===== src/rtl/fixedpoint_multiplication.sv =====
// Sequential sign-magnitude fixed-point multiplier: one shift-add step per clock,
// truncating the product back to the operand format with saturation on overflow.
module fixedpoint_multiplication #(
    parameter int WIDTH = 16,
    parameter int FRAC  = 7
) (
    input  logic             clk,
    input  logic             rst_n,
    input  logic             enable,
    input  logic [WIDTH-1:0] multiplicand,
    input  logic [WIDTH-1:0] multiplier,
    output logic [WIDTH-1:0] product_out,
    output logic             overflow,
    output logic             busy,
    output logic             finished
);

    // state | meaning
    // IDLE  | waiting for enable; last result held on the outputs
    // RUN   | one shift-add step per clock, WIDTH-1 clocks total
    // DONE  | result formatted and registered, finished pulse raised
    typedef enum logic [1:0] {IDLE, RUN, DONE} state_t;

    localparam int MW = WIDTH - 1;
    localparam int AW = 2 * MW;
    localparam int CW = $clog2(WIDTH);

    state_t           state_q, state_d;
    logic             sign_q, sign_d;
    logic [MW-1:0]    mplier_q, mplier_d;
    logic [AW-1:0]    addend_q, addend_d;
    logic [AW-1:0]    acc_q, acc_d;
    logic [CW-1:0]    cnt_q, cnt_d;
    logic [WIDTH-1:0] product_q, product_d;
    logic             overflow_q, overflow_d;
    logic             busy_q, busy_d;
    logic             finished_q, finished_d;

    logic [AW-1:0]    acc_scaled;
    logic [AW-1:0]    acc_high;
    logic             ovf_c;
    logic [MW-1:0]    mag_c;

    // Keep the window [MW-1+FRAC : FRAC]; anything above it saturates.
    assign acc_scaled = acc_q >> FRAC;
    assign acc_high   = acc_q >> (MW + FRAC);
    assign ovf_c      = |acc_high;
    assign mag_c      = ovf_c ? {MW{1'b1}} : acc_scaled[MW-1:0];

    always_comb begin
        state_d    = state_q;
        sign_d     = sign_q;
        mplier_d   = mplier_q;
        addend_d   = addend_q;
        acc_d      = acc_q;
        cnt_d      = cnt_q;
        product_d  = product_q;
        overflow_d = overflow_q;
        busy_d     = busy_q;
        finished_d = 1'b0;
        case (state_q)
            IDLE: begin
                if (enable) begin
                    sign_d   = multiplicand[WIDTH-1] ^ multiplier[WIDTH-1];
                    mplier_d = multiplier[MW-1:0];
                    addend_d = {{MW{1'b0}}, multiplicand[MW-1:0]};
                    acc_d    = '0;
                    cnt_d    = CW'(MW - 1);
                    busy_d   = 1'b1;
                    state_d  = RUN;
                end
            end
            RUN: begin
                if (mplier_q[0]) begin
                    acc_d = acc_q + addend_q;
                end
                mplier_d = mplier_q >> 1;
                addend_d = addend_q << 1;
                if (cnt_q == '0) begin
                    state_d = DONE;
                end else begin
                    cnt_d = cnt_q - CW'(1);
                end
            end
            DONE: begin
                product_d  = {sign_q & (|mag_c), mag_c};
                overflow_d = ovf_c;
                finished_d = 1'b1;
                busy_d     = 1'b0;
                state_d    = IDLE;
            end
            default: begin
                busy_d  = 1'b0;
                state_d = IDLE;
            end
        endcase
    end

    always_ff @(posedge clk or negedge rst_n) begin
        if (!rst_n) begin
            state_q    <= IDLE;
            sign_q     <= 1'b0;
            mplier_q   <= '0;
            addend_q   <= '0;
            acc_q      <= '0;
            cnt_q      <= '0;
            product_q  <= '0;
            overflow_q <= 1'b0;
            busy_q     <= 1'b0;
            finished_q <= 1'b0;
        end else begin
            state_q    <= state_d;
            sign_q     <= sign_d;
            mplier_q   <= mplier_d;
            addend_q   <= addend_d;
            acc_q      <= acc_d;
            cnt_q      <= cnt_d;
            product_q  <= product_d;
            overflow_q <= overflow_d;
            busy_q     <= busy_d;
            finished_q <= finished_d;
        end
    end

    assign product_out = product_q;
    assign overflow    = overflow_q;
    assign busy        = busy_q;
    assign finished    = finished_q;

endmodule

===== config.mk =====
export PLATFORM = sky130hd
export DESIGN_NAME = fixedpoint_multiplication
export DESIGN_NICKNAME = d
export VERILOG_FILES = /design/src/rtl/fixedpoint_multiplication.sv
export SDC_FILE = /design/constraint.sdc
export NUM_CORES = 1
export LEC_CHECK = 0
export ABC_AREA = 1
export BUFFER_PORTS_ARGS = -buffer_cell sky130_fd_sc_hd__buf_2
export CAP_MARGIN = 10
export CELL_PAD_IN_SITES_DETAIL_PLACEMENT = 0
export CELL_PAD_IN_SITES_GLOBAL_PLACEMENT = 1
export CORE_MARGIN = 2
export CORE_UTILIZATION = 36
export CTS_CLUSTER_SIZE = 8
export DETAILED_ROUTE_END_ITERATION = 8
export PLACE_DENSITY = 0.69
export SKIP_CTS_REPAIR_TIMING = 1
export SYNTH_ARGS = -nofsm -noshare
export SYNTH_HDL_FRONTEND = slang
export SYNTH_SLANG_ARGS = --single-unit

===== constraint.sdc =====
create_clock -name clk -period 4.4 [get_ports clk]
set_input_delay 0.88 -clock clk [delete_from_list [all_inputs] [get_ports clk]]
set_output_delay 0.88 -clock clk [all_outputs]
set_load 0.02 [all_outputs]

==> flow_metrics.env, run 1 <==
export IMPL_synthSimpleGateAreaFrac=0.2984
export IMPL_die_h_um=135.9
export IMPL_clock_path_buffers=2
export IMPL_netlist_area_um2=6264
export IMPL_synthMostInstantiatedCell="nand2_1"
export IMPL_vias_per_cell=4.701
export IMPL_drv_slew=0
export IMPL_worstSkewPairLatency_ns=0.36
export IMPL_antenna_found_initial=1
export IMPL_syn_area_per_cell_um2=7.014
export IMPL_post_drt_wl_per_cell_um=14.44
export IMPL_cp_num_buf_inv=3
export IMPL_synth_edf_count=0
export IMPL_firstDrtPassIters=4
export IMPL_worstPathMaxFanout=53
export IMPL_ys_ff_latch=101
export IMPL_grt_start_max_net_pins=82
export IMPL_muxShareOfSynthArea=0
export IMPL_start_util=0.3647
export IMPL_ys_async_sr_fraction=1.000
export IMPL_ctsHtreeMaxLevel=3
export IMPL_hold_class="reg2reg"
export IMPL_cts_root_buf="clkbuf_16"
export IMPL_grt_usage=0.1944
export IMPL_required_ns=4.65
export IMPL_post_dp_hpwl_mm=12.74
export IMPL_cap_violations=0
export IMPL_synth_xor_area_frac=0.004195
export IMPL_worst_path_max_delay_cell="nand2_2"
export IMPL_synth_adder_area_share=0.06312
export IMPL_n_fill_cell=1872
export IMPL_drt_iter0_drc=339
export IMPL_fin_crit_sh=0.5620
export IMPL_drt_wl_total_mm=16.89
export IMPL_powerDensity_nw_per_um2=791.8
export IMPL_synthTopCellsByCount="nand2_1, inv_1, dfrtp_1"
export IMPL_slew_headroom=0.2891
export IMPL_yosysUniqueCellTypes=35
export IMPL_synthesis_nets=959
export IMPL_setup_tns_ns=0
export IMPL_vias=5500
export IMPL_crit_path_max_incr_delay_ns=0.69
export IMPL_ys_flop_type="dfrtp_1"
export IMPL_clock_sinks=101
export IMPL_outcome="finished clean"
export IMPL_cts_tree="built"
export IMPL_io_pins=54
export IMPL_synth_area_leaders="dfrtp_1, nand2_1, inv_1, ha_1, a21oi_1"
export IMPL_worstPathArrival_ns=2.72
export IMPL_cts_buffers_inserted=9
export IMPL_num_rows=48
export IMPL_gp_congestion=0.8427
export IMPL_grt_pass1_vias=5276
export IMPL_max_freq_mhz=404.4
export IMPL_worst_setup_path_type="reg2reg"
export IMPL_area_growth_pct=12.19
export IMPL_clock_skew_ns=0.01182
export IMPL_finalSetupViolations=0
export IMPL_syn_inst=893
export IMPL_finalCriticalPeriod_ns=2.473
export IMPL_final_util=0.4091
export IMPL_critPathTopFamily="simple AND/OR/NAND/NOR gates"
export IMPL_yosys_area_top_type="dfrtp_1"
export IMPL_antenna_left=0
export IMPL_grt_setup_unrepaired="no"
export IMPL_grt_first_pass_wirelength_mm=27.64
export IMPL_yosys_warnings=0
export IMPL_cp_end_kind="flop"
export IMPL_finalHoldViolCount=0
export IMPL_die_x_um=135.9
export IMPL_antenna_cells=0
export IMPL_die_area_um2=18470
export IMPL_path_cells="nand2_2 > inv_2 > nand2_1 > inv_1 > nor2_1 > inv_1 > o21ai_0 > nand2_1"
export IMPL_pre_cts_ws_ns=1.846
export IMPL_yosys_area_top_type_share=0.4035
export IMPL_power_leakage_nw=3.864
export IMPL_synth_compound_area_frac=0.1332
export IMPL_nets=1007
export IMPL_ir_drop_v=0.0002531
export IMPL_core_um2=17180
export IMPL_fin_ws_ns=1.927
export IMPL_post_route_cells_drive_above_1_share=0.1206
export IMPL_path_clk_slew_ns=0.07
export IMPL_synth_seq_area_share=0.4035
export IMPL_io_buffers=53
export IMPL_cp_start_kind="flop"
export IMPL_grt_overflow=0
export IMPL_drc_errors=0
export IMPL_tightestPinTransition_ns=1.066
export IMPL_synth_top_family_by_area="simple AND/OR/NAND/NOR gates"
[path summary, 6_finish.rpt]
path	start	to	slack [ns]	depth (start not counted)
max	state_q[0]$_DFFE_PN0P_	cnt_q[2]$_DFFE_PN0P_	1.93	8
min	product_out[14]$_DFFE_PN0P_	product_out[14]$_DFFE_PN0P_	0.48	2
max reg2reg	state_q[0]$_DFFE_PN0P_	cnt_q[2]$_DFFE_PN0P_	1.93	8
min reg2reg	product_out[14]$_DFFE_PN0P_	product_out[14]$_DFFE_PN0P_	0.48	2
max in group asynchronous	rst_n	acc_q[2]$_DFFE_PN0P_	2.81	2
min in group asynchronous	rst_n	product_out[1]$_DFFE_PN0P_	0.71	1
[flip-flops by register name, summed over array words and instances (netlist names)]
signal       count
finished         1
cnt_q            4
mplier_q        15
busy             1
acc_q           30
state_q          2
overflow         1
sign_q           1
product_out     16
addend_q        30
[placed cells by master (no fill, tap or decap), drive strengths merged, types with 2 or more instances in the layout]
cell type	instances
nor2	92
o21ai	63
and2	2
or2	2
clkinv	2
a21oi	64
inv	138
nand3	44
clkbuf	11
ha	30
o31ai	2
o21bai	3
xor2	2
nor3	5
nand4	9
dfrtp	101
a32o	2
o22ai	18
buf	57
nand2	292
[metrics by stage]
step	cells	area, µm²	total power, W	hold slack (ns)
global placement	1155	6743	0.004798	0.4590
detailed placement	1155	6743	0.004810	0.4628
CTS	1170	7027	0.005615	0.4815
global route	1170	7027	0.006138	0.5021
finish	1170	7027	0.005564	0.4763
floorplan	893	6264	0.003926	0.4530
[layout make-up]
class	count	area [µm²]	share of cell area
clock buffers	11	252.7	0.03597
multi-input cells	636	3126	0.4448
inverters	136	510.5	0.07265
clock inverters	4	31.28	0.004452
repair buffers	57	297.8	0.04238
well taps	225	281.5	0.04006
flip-flops and latches	101	2527	0.3597
[power by group]
group	switching, W	internal (W)	total, W
logic	0.00209	0.00102	0.00311
registers	0.000305	0.00136	0.00166
clock network	0.000373	0.000416	0.000790
total	0.00277	0.00280	0.00556
[metal layers]
layer | up-vias | GRT usage | share of wire
met4 | 0 | 0.06944 | 0.024
met1 | 2465 | 0.2788 | 0.52
met2 | 84 | 0.2999 | 0.43
met3 | 20 | 0.02610 | 0.028
met5 | - | 0 | 0
li1 | 2931 | - | -
[cell families (layout without fill, tap and decap cells)]
| group | count (synthesis) | in the layout |
|---|---|---|
| xor+xnor | 3 | 3 |
| fa+ha+maj | 31 | 31 |
| simple gates | 447 | 447 |
| flops | 101 | 101 |
| compound gates | 155 | 155 |
| buf+inv | 156 | 208 |
[tightest hold or removal path: cells and delay by family, from the launching register on]
kind / cells / cell delay [ns]
simple gates: 2 / 0.10
flops: 1 / 0.34
No activity file was read; power rests on OpenSTA's default activity.
==> inputs of run 2 (changes only) <==
==> constraint.sdc (replaced) <==
create_clock -name clk -period 2.5 [get_ports clk]
set_input_delay 0.5 -clock clk [delete_from_list [all_inputs] [get_ports clk]]
set_output_delay 0.5 -clock clk [all_outputs]
set_load 0.02 [all_outputs]
==> run 2 against run 1 <==
Maximum frequency increased by 18%. Final area increased by 1.2%. First-iteration DRC count increased by 2.9%. Non-clock buffer count increased by 10. Global-route usage increased by 0.92 points. Cell count increased by 0.94%. Die area unchanged. Critical endpoint is now acc_q[20]$_DFFE_PN0P_.
==> flow_metrics.env, run 2 (synthesis gave the netlist of run 1 again) <==
export IMPL_dp_cells=1165
export IMPL_gp_congestion=0.8885
export IMPL_finalHoldViolCount=0
export IMPL_firstDrtPassIters=5
export IMPL_post_drt_wl_per_cell_um=14.73
export IMPL_clock_skew_ns=0.01343
export IMPL_io_pins=54
export IMPL_powerDensity_nw_per_um2=1389
export IMPL_antenna_cells=0
export IMPL_worstPathMaxFanout=5
export IMPL_cp_end_kind="flop"
export IMPL_final_common_cell="nand2_1"
export IMPL_drt_iter0_drc=349
export IMPL_grt_first_pass_wirelength_mm=28.92
export IMPL_final_cells=1181
export IMPL_cts_tree="built"
export IMPL_ir_drop_v=0.0004919
export IMPL_finalCriticalPeriod_ns=2.103
export IMPL_crit_path_max_incr_delay_ns=0.41
export IMPL_nets=1017
export IMPL_path_cells="ha_1 > inv_1 > fa_1 > inv_1 > nand3_1 > nand3_1 > nand2_1 > nand3_2 > nand2_1 > nand2_1 > nand2_1 > nand3_1 > nand2_1"
export IMPL_die_h_um=135.9
export IMPL_slew_headroom=0.5462
export IMPL_worst_path_max_delay_cell="fa_1"
export IMPL_worst_setup_path_type="reg2reg"
export IMPL_hold_class="in2async"
export IMPL_vias_per_cell=4.826
export IMPL_power_frac_seq=0.293
export IMPL_power_switching_w=0.004911
export IMPL_post_route_cells_drive_above_1_share=0.1297
export IMPL_layout_common_cells="nand2_1, inv_1, dfrtp_1, nor2_1, a21oi_1"
export IMPL_power_frac_comb=0.569
export IMPL_setup_tns_ns=0
export IMPL_antenna_left=0
export IMPL_core_um2=17180
export IMPL_drc_errors=0
export IMPL_grt_overflow=0
export IMPL_power_leakage_nw=3.914
export IMPL_vias=5699
export IMPL_drv_slew=0
export IMPL_grt_usage=0.2036
export IMPL_power_internal_w=0.004963
export IMPL_grt_start_max_net_pins=38
export IMPL_holdWs_ns=0.09877
export IMPL_num_rows=48
export IMPL_finalInstanceArea_um2=7109
export IMPL_clock_path_buffers=2
export IMPL_cp_common_cell="nand2_1"
export IMPL_cap_violations=0
export IMPL_tightestPinTransition_ns=0.6745
export IMPL_antenna_found_initial=0
export IMPL_fin_crit_sh=0.8413
export IMPL_grt_pass1_vias=5518
export IMPL_area_growth_pct=13.50
export IMPL_die_x_um=135.9
export IMPL_clockPowerShare=0.138
export IMPL_worstSkewPairLatency_ns=0.36
export IMPL_max_freq_mhz=475.4
export IMPL_post_dp_hpwl_mm=13.48
export IMPL_clock_sinks=101
export IMPL_outcome="finished clean"
export IMPL_place_area_um2=6830
export IMPL_power_share_switching=0.4973
export IMPL_final_util=0.4139
export IMPL_required_ns=2.75
export IMPL_io_buffers=53
export IMPL_finalSetupViolations=0
export IMPL_cts_root_buf="clkbuf_16"
export IMPL_drt_wl_total_mm=17.40
export IMPL_path_clk_slew_ns=0.08
export IMPL_cts_buffers_inserted=9
export IMPL_worstPathArrival_ns=2.36
export IMPL_start_util=0.3647
export IMPL_ctsHtreeMaxLevel=3
export IMPL_cp_start_kind="flop"
export IMPL_die_area_um2=18470
export IMPL_grt_setup_unrepaired="no"
[run 2: changes by cell type in the layout (fill, tap and decap cells not counted)]
cell and delta:
clkbuf_1 +1, buf_12 +1, buf_4 +9, clkinv_2 +1, clkinv_4 +2, clkbuf_8 -1, inv_6 -2
[run 2: power groups by stage]
stage	clock network (W)	registers, W	logic (W)
3_5_place_dp	0	0.00293	0.00562
6_report	0.00137	0.00289	0.00561
3_3_place_gp	0	0.00291	0.00564
2_1_floorplan	0	0.00296	0.00395
4_1_cts	0.00141	0.00291	0.00564
5_1_grt	0.00147	0.00300	0.00645
[run 2: critical path, delay by kind of cell (launching register included)]
family        cells  cell delay, ns
simple gates      9            0.80
fa+ha+maj         2            0.65
flops             1            0.37
buf+inv           2            0.16
[run 2: routing by layer]
layer / vias up / wire (µm) / track usage
li1: 2969 / - / -
met1: 2608 / 8716 / 0.2916
met2: 109 / 7796 / 0.3252
met3: 13 / 691 / 0.02983
met4: 0 / 195 / 0.04688
met5: - / 0 / 0
[run 2: final cells by class]
cell class | count | area, µm²
multi-input combinational | 636 | 3126
clock buffer | 11 | 242.7
clock inverter | 5 | 36.28
inverter | 136 | 510.5
tap | 225 | 281.5
sequential | 101 | 2527
timing repair buffer | 67 | 385.4
fill | 1916 | 10070
[run 2: metrics by stage]
step           power [W]  worst slack [ns]
2_1_floorplan   0.006910            0.7076
3_3_place_gp    0.008550            0.4284
3_5_place_dp    0.008546            0.4014
4_1_cts         0.009955            0.3709
5_1_grt          0.01092            0.1649
6_report        0.009874            0.3966
[run 2: final timing paths]
| path | startpoint | endpoint | slack (ns) | cells past startpoint |
|---|---|---|---|---|
| setup / recovery | addend_q[0]$_DFFE_PN0P_ | acc_q[20]$_DFFE_PN0P_ | 0.40 | 13 |
| hold / removal | rst_n | addend_q[11]$_DFFE_PN0P_ | 0.1 | 1 |
| setup reg to reg | addend_q[0]$_DFFE_PN0P_ | acc_q[20]$_DFFE_PN0P_ | 0.40 | 13 |
| hold reg to reg | product_out[4]$_DFFE_PN0P_ | product_out[4]$_DFFE_PN0P_ | 0.48 | 2 |
| max in group asynchronous | rst_n | addend_q[20]$_DFFE_PN0P_ | 1.74 | 2 |
| min in group clk | multiplier[14] | mplier_q[14]$_DFFE_PN0P_ | 0.34 | 3 |
==> inputs of run 3 (changes only) <==
--- a/config.mk
+++ b/config.mk
@@ -14,7 +14,7 @@
 export CORE_UTILIZATION = 36
 export CTS_CLUSTER_SIZE = 8
 export DETAILED_ROUTE_END_ITERATION = 8
-export PLACE_DENSITY = 0.69
+export PLACE_DENSITY = 0.72
 export SKIP_CTS_REPAIR_TIMING = 1
 export SYNTH_ARGS = -nofsm -noshare
 export SYNTH_HDL_FRONTEND = slang
==> constraint.sdc (replaced) <==
create_clock -name clk -period 1.8 [get_ports clk]
set_input_delay 0.36 -clock clk [delete_from_list [all_inputs] [get_ports clk]]
set_output_delay 0.36 -clock clk [all_outputs]
set_load 0.02 [all_outputs]
==> run 3 against run 2 <==
The flow now finishes with violations (negative setup slack). Maximum frequency increased by 17%. Register-to-register slack got worse by 0.40 ns. Via count increased by 4.8%. Global-route usage increased by 0.062 points. Clock-buffer cell count increased by 1. Critical path depth unchanged. Power increased by 80%. Non-clock buffer count increased by 95. Worst setup slack got worse by 0.40 ns. Clock power increased by 51%. Die area unchanged.
==> flow_metrics.env, run 3 (synthesis gave the netlist of run 1 again) <==
export IMPL_outcome="finished, violations left"
export IMPL_violations="negative setup slack"
export IMPL_drv_slew=0
export IMPL_tightestPinTransition_ns=0.3469
export IMPL_layout_common_cells="nand2_1, inv_1, buf_4, dfrtp_1, nor2_1"
export IMPL_grt_setup_unrepaired="yes"
export IMPL_die_x_um=135.9
export IMPL_finalInstanceArea_um2=8617
export IMPL_setup_tns_ns=-0.003058
export IMPL_post_route_cells_drive_above_1_share=0.3257
export IMPL_worstPathMaxFanout=5
export IMPL_ir_drop_v=0.0007723
export IMPL_worst_setup_path_type="reg2reg"
export IMPL_dp_cells=1243
export IMPL_power_frac_comb=0.649
export IMPL_grt_overflow=0
export IMPL_die_h_um=135.9
export IMPL_nets=1112
export IMPL_cp_end_kind="flop"
export IMPL_drc_errors=0
export IMPL_critPathLaunch="acc_q[0]$_DFFE_PN0P_"
export IMPL_finalCriticalPeriod_ns=1.803
export IMPL_grt_first_pass_wirelength_mm=29.26
export IMPL_final_cells=1275
export IMPL_die_area_um2=18470
export IMPL_antenna_found_initial=0
export IMPL_power_share_switching=0.4620
export IMPL_area_growth_pct=37.57
export IMPL_power_leakage_nw=4.535
export IMPL_hold_class="in2reg"
export IMPL_vias=5973
export IMPL_reg2reg_from="acc_q[0]$_DFFE_PN0P_"
export IMPL_clock_sinks=101
export IMPL_io_pins=54
export IMPL_core_um2=17180
export IMPL_reg2reg_depth=13
export IMPL_reg2reg_slack_ns=-0.003
export IMPL_clockPowerShare=0.117
export IMPL_ctsHtreeMaxLevel=3
export IMPL_finalSetupViolations=1
export IMPL_start_util=0.3647
export IMPL_io_buffers=53
export IMPL_rr_endpoint="acc_q[16]$_DFFE_PN0P_"
export IMPL_cts_root_buf="clkbuf_16"
export IMPL_firstDrtPassIters=4
export IMPL_vias_per_cell=4.685
export IMPL_place_area_um2=7441
export IMPL_post_dp_hpwl_mm=13.60
export IMPL_path_clk_slew_ns=0.07
export IMPL_power_frac_seq=0.234
export IMPL_max_freq_mhz=554.6
export IMPL_cts_buffers_inserted=9
export IMPL_slew_headroom=0.7687
export IMPL_gp_congestion=0.8565
export IMPL_grt_start_max_net_pins=45
export IMPL_drt_wl_total_mm=18.16
export IMPL_clock_skew_ns=0.009506
export IMPL_holdWs_ns=0.2018
export IMPL_cap_violations=0
export IMPL_cp_start_kind="flop"
export IMPL_powerDensity_nw_per_um2=2059
export IMPL_cts_tree="built"
export IMPL_grt_pass1_vias=5749
export IMPL_finalHoldViolCount=0
export IMPL_fin_crit_sh=1.002
export IMPL_pre_cts_ws_ns=-0.1704
export IMPL_num_rows=48
export IMPL_final_common_cell="nand2_1"
export IMPL_fin_ws_ns=-0.003058
export IMPL_required_ns=2.05
export IMPL_antenna_cells=0
export IMPL_worstSkewPairLatency_ns=0.36
export IMPL_endpoint="acc_q[16]$_DFFE_PN0P_"
export IMPL_power_internal_w=0.009546
export IMPL_antenna_left=0
export IMPL_post_drt_wl_per_cell_um=14.24
export IMPL_clock_path_buffers=2
export IMPL_power_switching_w=0.008196
export IMPL_drt_iter0_drc=277
export IMPL_worstPathArrival_ns=2.05
export IMPL_grt_usage=0.2042
[run 3: changes by cell type in the layout (fill, tap and decap cells not counted), sizes merged]
| cell | change |
|---|---|
| clkinv | -3 |
| dlygate4sd3 | +1 |
| buf | +94 |
| clkbuf | +1 |
| bufinv | +1 |
[run 3: cell type report]
type                       count  area [µm²]
sequential                   101        2531
clock buffer                  12       266.5
inverter                     136       513.0
timing repair buffer         162        1145
tap                          225       281.5
clock inverter                 3       43.79
multi-input combinational    636        3836
fill                        1792        8559
[run 3: per-stage QoR]
stage	util	total power, W
floorplan	-	0.009598
global placement	0.4332	0.01330
detailed placement	0.4332	0.01338
CTS	0.4513	0.01553
global route	0.5017	0.01936
finish	0.5017	0.01774
[run 3: critical path: stages (launching register included)]
cell,delay (ns)
dfrtp_1,0.36
ha_2,0.19
inv_2,0.04
fa_2,0.37
inv_2,0.07
nand3_2,0.08
nand3_4,0.11
nand2_2,0.08
nand2_4,0.10
nand3_2,0.07
nand2_2,0.07
nand2_1,0.05
nand2_1,0.05
o21ai_1,0.05
[run 3: metal layers]
metal  wire length (µm)  GRT usage  up-vias
met5                  0          0        -
met4                254    0.05729        0
li1                   -          -     3145
met1               8954     0.2856     2722
met3                600    0.02349       15
met2               8351     0.3342       91
[run 3: worst min path at each step]
| stage | start | endpoint | cells after the start |
|---|---|---|---|
| after floorplan | rst_n | acc_q[0]$_DFFE_PN0P_ | 0 |
| after global placement | rst_n | addend_q[13]$_DFFE_PN0P_ | 1 |
| after detailed placement | rst_n | product_out[2]$_DFFE_PN0P_ | 1 |
| after CTS | rst_n | product_out[2]$_DFFE_PN0P_ | 1 |
| after global routing | multiplier[14] | mplier_q[14]$_DFFE_PN0P_ | 3 |
| final | multiplier[14] | mplier_q[14]$_DFFE_PN0P_ | 3 |
[run 3: power by group through the flow]
stage	registers [W]	logic (W)	clock network, W
after global placement	0.00396	0.00934	0
after global routing	0.00428	0.0129	0.00219
after CTS	0.00395	0.00947	0.00212
after floorplan	0.00411	0.00549	0
final	0.00415	0.0115	0.00207
after detailed placement	0.00398	0.00940	0
